`src/rtl/atomic_counter_arbiter_if.sv`:
```
// Read-port bundle between the requesters, the arbiter and the atomic counter.
// The arbiter connects through the master modport; the agents side uses slave.
interface atomic_counter_arbiter_if #(
    parameter int NUM_REQ = 4
);
    logic [NUM_REQ-1:0] rd_req_i;
    logic [NUM_REQ-1:0] rd_gnt_o;
    logic [NUM_REQ-1:0] rd_valid_o;
    logic [63:0]        rd_data_o;
    logic               rd_err_o;
    logic               cnt_req_o;
    logic               cnt_atomic_o;
    logic               cnt_ack_i;
    logic [31:0]        cnt_count_i;

    modport master (
        input  rd_req_i,
        input  cnt_ack_i,
        input  cnt_count_i,
        output rd_gnt_o,
        output rd_valid_o,
        output rd_data_o,
        output rd_err_o,
        output cnt_req_o,
        output cnt_atomic_o
    );

    modport slave (
        output rd_req_i,
        output cnt_ack_i,
        output cnt_count_i,
        input  rd_gnt_o,
        input  rd_valid_o,
        input  rd_data_o,
        input  rd_err_o,
        input  cnt_req_o,
        input  cnt_atomic_o
    );
endinterface

```
`src/rtl/atomic_counter_arbiter.sv`:
```
// Round-robin arbiter giving coherent two-beat 64-bit counter snapshots.
// Optional ack watchdog is built when ACK_TIMEOUT_EN is defined.
module atomic_counter_arbiter #(
    parameter int NUM_REQ = 4,
    parameter int TIMEOUT = 16
) (
    input logic                  clk,
    input logic                  reset_n,
    atomic_counter_arbiter_if.master bus
);

    localparam int PW = (NUM_REQ > 1) ? $clog2(NUM_REQ) : 1;

    localparam logic [1:0] S_IDLE = 2'd0;
    localparam logic [1:0] S_LSB  = 2'd1;
    localparam logic [1:0] S_MSB  = 2'd2;
    localparam logic [1:0] S_RESP = 2'd3;

    if (NUM_REQ < 2 || NUM_REQ > 16) begin : g_bad_num_req
        $error("atomic_counter_arbiter: NUM_REQ must be 2..16");
    end
    if (TIMEOUT < 1) begin : g_bad_timeout
        $error("atomic_counter_arbiter: TIMEOUT must be >= 1");
    end

    logic [1:0]         state;
    logic [PW-1:0]      ptr;
    logic [PW-1:0]      win;
    logic [31:0]        lsb_q;
    logic [31:0]        msb_q;
    logic               err_q;
    logic               tmo_hit;

    logic               pick_vld;
    logic [PW-1:0]      pick_idx;
    logic [NUM_REQ-1:0] pick_oh;

    // First requester at or after the pointer, wrapping; lowest offset wins.
    always_comb begin
        int k;
        k        = 0;
        pick_vld = 1'b0;
        pick_idx = '0;
        for (int i = NUM_REQ - 1; i >= 0; i--) begin
            k = int'(ptr) + i;
            if (k >= NUM_REQ) k = k - NUM_REQ;
            if (bus.rd_req_i[PW'(k)]) begin
                pick_vld = 1'b1;
                pick_idx = PW'(k);
            end
        end
    end

    assign pick_oh = NUM_REQ'(1) << pick_idx;

`ifdef ACK_TIMEOUT_EN
    localparam int TW = $clog2(TIMEOUT + 1);

    logic [TW-1:0] tmo_q;
    logic          beat_wait;

    assign beat_wait = (state == S_LSB) || (state == S_MSB);
    assign tmo_hit   = beat_wait && !bus.cnt_ack_i &&
                       (tmo_q == TW'(TIMEOUT - 1));

    always_ff @(posedge clk or negedge reset_n) begin
        if (!reset_n) begin
            tmo_q <= '0;
        end else if (beat_wait && !bus.cnt_ack_i && !tmo_hit) begin
            tmo_q <= tmo_q + TW'(1);
        end else begin
            tmo_q <= '0;
        end
    end
`else
    assign tmo_hit = 1'b0;
`endif

    always_ff @(posedge clk or negedge reset_n) begin
        if (!reset_n) begin
            state            <= S_IDLE;
            ptr              <= '0;
            win              <= '0;
            lsb_q            <= '0;
            msb_q            <= '0;
            err_q            <= 1'b0;
            bus.rd_gnt_o     <= '0;
            bus.rd_valid_o   <= '0;
            bus.rd_data_o    <= '0;
            bus.rd_err_o     <= 1'b0;
            bus.cnt_req_o    <= 1'b0;
            bus.cnt_atomic_o <= 1'b0;
        end else begin
            bus.rd_valid_o <= '0;
            bus.rd_err_o   <= 1'b0;
            case (state)
                S_IDLE: begin
                    if (pick_vld) begin
                        win              <= pick_idx;
                        bus.rd_gnt_o     <= pick_oh;
                        bus.cnt_req_o    <= 1'b1;
                        bus.cnt_atomic_o <= 1'b1;
                        err_q            <= 1'b0;
                        state            <= S_LSB;
                    end
                end
                S_LSB: begin
                    if (tmo_hit) begin
                        bus.cnt_req_o    <= 1'b0;
                        bus.cnt_atomic_o <= 1'b0;
                        err_q            <= 1'b1;
                        state            <= S_RESP;
                    end else if (bus.cnt_ack_i) begin
                        lsb_q            <= bus.cnt_count_i;
                        bus.cnt_atomic_o <= 1'b0;
                        state            <= S_MSB;
                    end
                end
                S_MSB: begin
                    if (tmo_hit) begin
                        bus.cnt_req_o <= 1'b0;
                        err_q         <= 1'b1;
                        state         <= S_RESP;
                    end else if (bus.cnt_ack_i) begin
                        msb_q         <= bus.cnt_count_i;
                        bus.cnt_req_o <= 1'b0;
                        state         <= S_RESP;
                    end
                end
                default: begin
                    // Pulse the winner and move it to the back of the ring.
                    bus.rd_valid_o <= bus.rd_gnt_o;
                    bus.rd_data_o  <= err_q ? 64'd0 : {msb_q, lsb_q};
                    bus.rd_err_o   <= err_q;
                    bus.rd_gnt_o   <= '0;
                    err_q          <= 1'b0;
                    ptr            <= (win == PW'(NUM_REQ - 1)) ?
                                      '0 : win + PW'(1);
                    state          <= S_IDLE;
                end
            endcase
        end
    end

endmodule

```
`src/flat_wrapper.sv`:
```
// flat-port wrapper written by rule: the top's interface ports become plain ports
module atomic_counter_arbiter_flat 
#(
    parameter int NUM_REQ = 4,
    parameter int TIMEOUT = 16
)
  (clk, reset_n, bus_rd_req_i, bus_cnt_ack_i, bus_cnt_count_i, bus_rd_gnt_o, bus_rd_valid_o, bus_rd_data_o, bus_rd_err_o, bus_cnt_req_o, bus_cnt_atomic_o);
  atomic_counter_arbiter_if #(.NUM_REQ(NUM_REQ)) bus_i ();
  input logic clk;
  input logic reset_n;
  input wire logic [$bits(bus_i.rd_req_i)-1:0] bus_rd_req_i;
  input wire logic [$bits(bus_i.cnt_ack_i)-1:0] bus_cnt_ack_i;
  input wire logic [$bits(bus_i.cnt_count_i)-1:0] bus_cnt_count_i;
  output wire logic [$bits(bus_i.rd_gnt_o)-1:0] bus_rd_gnt_o;
  output wire logic [$bits(bus_i.rd_valid_o)-1:0] bus_rd_valid_o;
  output wire logic [$bits(bus_i.rd_data_o)-1:0] bus_rd_data_o;
  output wire logic [$bits(bus_i.rd_err_o)-1:0] bus_rd_err_o;
  output wire logic [$bits(bus_i.cnt_req_o)-1:0] bus_cnt_req_o;
  output wire logic [$bits(bus_i.cnt_atomic_o)-1:0] bus_cnt_atomic_o;
  assign bus_i.rd_req_i = bus_rd_req_i;
  assign bus_i.cnt_ack_i = bus_cnt_ack_i;
  assign bus_i.cnt_count_i = bus_cnt_count_i;
  assign bus_rd_gnt_o = bus_i.rd_gnt_o;
  assign bus_rd_valid_o = bus_i.rd_valid_o;
  assign bus_rd_data_o = bus_i.rd_data_o;
  assign bus_rd_err_o = bus_i.rd_err_o;
  assign bus_cnt_req_o = bus_i.cnt_req_o;
  assign bus_cnt_atomic_o = bus_i.cnt_atomic_o;
  atomic_counter_arbiter #(.NUM_REQ(NUM_REQ), .TIMEOUT(TIMEOUT)) u_core (.clk(clk), .reset_n(reset_n), .bus(bus_i));
endmodule
```
`config.mk`:
```
export PLATFORM = sky130hd
export DESIGN_NAME = atomic_counter_arbiter_flat
export DESIGN_NICKNAME = d
export VERILOG_FILES = /design/src/rtl/atomic_counter_arbiter_if.sv /design/src/rtl/atomic_counter_arbiter.sv /design/src/flat_wrapper.sv
export SDC_FILE = /design/constraint.sdc
export NUM_CORES = 1
export LEC_CHECK = 0
export ABC_AREA = 1
export CAP_MARGIN = 20
export CELL_PAD_IN_SITES_DETAIL_PLACEMENT = 1
export CELL_PAD_IN_SITES_GLOBAL_PLACEMENT = 1
export CORE_MARGIN = 2
export CORE_UTILIZATION = 40
export DETAILED_ROUTE_END_ITERATION = 10
export HOLD_SLACK_MARGIN = 0.03
export PLACE_DENSITY = 0.85
export SYNTH_ARGS = -nofsm -noshare
export SYNTH_HDL_FRONTEND = slang
export SYNTH_SLANG_ARGS = --single-unit
export TNS_END_PERCENT = 10
```
`constraint.sdc`:
```
create_clock -name clk -period 1.93 [get_ports clk]
set_input_delay 0.4825 -clock clk [delete_from_list [all_inputs] [get_ports clk]]
set_output_delay 0.4825 -clock clk [all_outputs]
set_load 0.02 [all_outputs]
```
==> impl_metrics.csv <==
group,metric,value,unit
setup_path,r2r_slack,0.31,ns
setup_path,critPathBufInv,1,
floorplan,die_area,0.01515,sq mm
logic_synthesis,yosys-top-cells-area,"dfrtp_1, mux2_2, nand2_1",
clock_tree,root_buffer,"clkbuf_16",
floorplan,start_util,0.4087,
setup_path,critPathTopFamily,"buffers and inverters",
global_routing,grt_max_degree,46,
floorplan,coreArea,0.01388,sq mm
global_routing,antenna_found_initial,0,
setup_path,cp_slowest_cell,"clkdlybuf4s50_1",
setup_path,worstPathCellList,"clkdlybuf4s50_1",
logic_synthesis,yosys-top-cells-count,"dfrtp_1, nand2_1, o21ai_0",
logic_synthesis,syn_inst,504,
logic_synthesis,synth_area_per_cell,11.26,sq um
setup_path,worstPathRequired,1.45,ns
finish,drive_gt1_frac,0.1956,
logic_synthesis,synthArstFlopShare,1.000,
timing,fmax,0.5264,GHz
setup_path,cp.arrival,1.42,ns
setup_path,cpPeakStageDelay,0.62,ns
power,powerDensity,1824,mW/mm^2
detailed_routing,drtIter0Drc,195,
logic_synthesis,synth-seq-cells,144,
setup_path,worstSetupPathType,"reg -> out",
detailed_routing,dr.pass1.iters,5,
placement,place_ws,-0.01348,ns
detailed_routing,wirelength,13940,um
global_routing,grtUsageTotal,0.1979,
detailed_routing,wire_per_inst,17.02,um
timing,setup_slack,0.03045,ns
logic_synthesis,syn_nets,549,
logic_synthesis,ys_seq_area_frac,0.6352,
setup_path,crit_fanout,2,
finish,diodes,0,
finish,instances_no_fill,819,
placement,portBuffers,112,
clock_tree,cts_max_path_buffers,2,
clock_tree,path_clk_slew,0.06,ns
placement,dp_cells,786,
detailed_routing,drc,0,
logic_synthesis,synth_cell_types,22,
finish,areaGrowthSynthToFinish,36.35,%
timing,post-route-period-util,0.9842,
setup_path,critPathCaptureType,"output pin",
placement,hpwl,9579,um
status,outcome,"completed",
detailed_routing,via_count,4056,
floorplan,die_h,123.1,um
global_routing,grt_pass1_vias,4521,
placement,place_area,0.007106,sq mm
clock_tree,cts_htree_levels,4,
floorplan,ioPinCount,114,
global_routing,grt_overflow,0,
power,finalPower,14.11,mW
detailed_routing,drtAntennaViolNets,0,
setup_path,start_kind,"register",
logic_synthesis,synth.most_common_cell,"dfrtp_1",
logic_synthesis,ys.flop_type,"dfrtp_1",
logic_synthesis,synth_area,0.005673,sq mm
placement,gp_congestion,0.7452,
logic_synthesis,synth_warnings,0,
timing,setup_viol,0,
timing,finClkSkew,0.008132,ns
timing,slew_viol_final,0,
finish,fin_area,0.007735,sq mm
timing,finalCriticalPeriod,1.900,ns
floorplan,die_x,123.1,um
clock_tree,cts_tree,"done",
detailed_routing,vias_per_cell,4.952,
run,maxCapViolations,0,
hold_path,hp-class,"reg -> reg",
clock_tree,insertion_delay,0.42,ns
finish,final_core_util,0.5572,
finish,final_nets,671,
power,ir_drop,0.0007719,V
clock_tree,clock-sinks,144,
logic_synthesis,synth-edff-count,0,
logic_synthesis,yosysTopAreaCell,"dfrtp_1",
power,p_leak,3.959,nW
timing,hold_viol_final,0,
clock_tree,cts_buffers,17,
logic_synthesis,yosysTopAreaCellShare,0.6352,
floorplan,fp-row-count,43,
global_routing,grt_pass1_wl,22630,um
[area by class of cell]
cell class,count,area [sq um]
fill,1462,6146
clock buffer,20,456.7
inverter,51,191.4
multi-input combinational,288,1805
tap,180,225.2
sequential,144,3603
clock inverter,12,131.4
timing repair buffer,124,1321
[registers in the layout (all words and copies together) (netlist names)]
name and count:
u_core.bus.cnt_atomic_o 1, u_core.bus.cnt_req_o 1, u_core.bus.rd_data_o 64, u_core.bus.rd_gnt_o 4
u_core.bus.rd_valid_o 4, u_core.lsb_q 32, u_core.msb_q 32, u_core.ptr 2
u_core.state 2, u_core.win 2
[metrics by stage]
step	TNS [ns]	hold WS (ns)
global placement	0	0.4373
detailed placement	-0.01348	0.4455
CTS	0	0.4884
global route	-0.01081	0.5146
finish	0	0.4821
floorplan	0	0.1869
[metal layers]
| metal | GRT usage | up-vias | wire length, um |
|---|---|---|---|
| met2 | 0.3488 | 89 | 7351 |
| met1 | 0.2302 | 2071 | 5706 |
| met3 | 0.04751 | 24 | 599 |
| met5 | 0 | - | 0 |
| met4 | 0.08381 | 0 | 282 |
| li1 | - | 1872 | - |
[cells by family after synthesis]
kind of cell / share of synthesized area
AO/OA/AOI/OAI: 0.06815
flip-flops: 0.6352
other: 0.0006610
adder cells (fa/ha/maj): 0.01323
multiplexers: 0.1270
buffers and inverters: 0.04963
AND/OR/NAND/NOR: 0.1061
[power breakdown]
group | switching, mW | internal [mW]
registers | 0.852 | 4.39
logic | 2.99 | 2.61
clock network | 1.29 | 1.98
total | 5.13 | 8.98
[placed cells by master, fill, tap and decap left out, types with 2 or more instances in the layout]
cell type        instances
dfrtp_1                144
clkbuf_16               17
nor2_1                   4
clkinv_4                 2
clkbuf_8                 2
clkinv_2                 4
nand2_4                  2
nand2_2                  9
inv_1                   50
clkdlybuf4s50_1         85
dlymetal6s2s_1          17
nand3_1                  8
ha_1                     5
buf_12                   6
nand2_1                114
dlygate4sd2_1            9
inv_6                    3
bufinv_16                2
mux2_2                  64
buf_4                    5
o21ai_0                 73
[final timing paths]
path | startpoint | endpoint | cells after the start
max | u_core.bus.rd_data_o[53] | bus_rd_data_o[53] | 1
min | u_core.msb_q[30] | u_core.msb_q[30] | 2
max reg2reg | u_core.state[0] | u_core.msb_q[10] | 5
min reg2reg | u_core.msb_q[30] | u_core.msb_q[30] | 2
max in group asynchronous | reset_n | u_core.bus.rd_gnt_o[0] | 3
min in group asynchronous | reset_n | u_core.msb_q[5] | 2
[repair_timing]
action,in CTS,in global routing
hold endpoints to repair,40,0
buffers inserted,0,0
hold buffers,1,0
resized for setup,9,17
setup endpoints to repair,9,17
No activity file was read; power rests on OpenSTA's default activity.
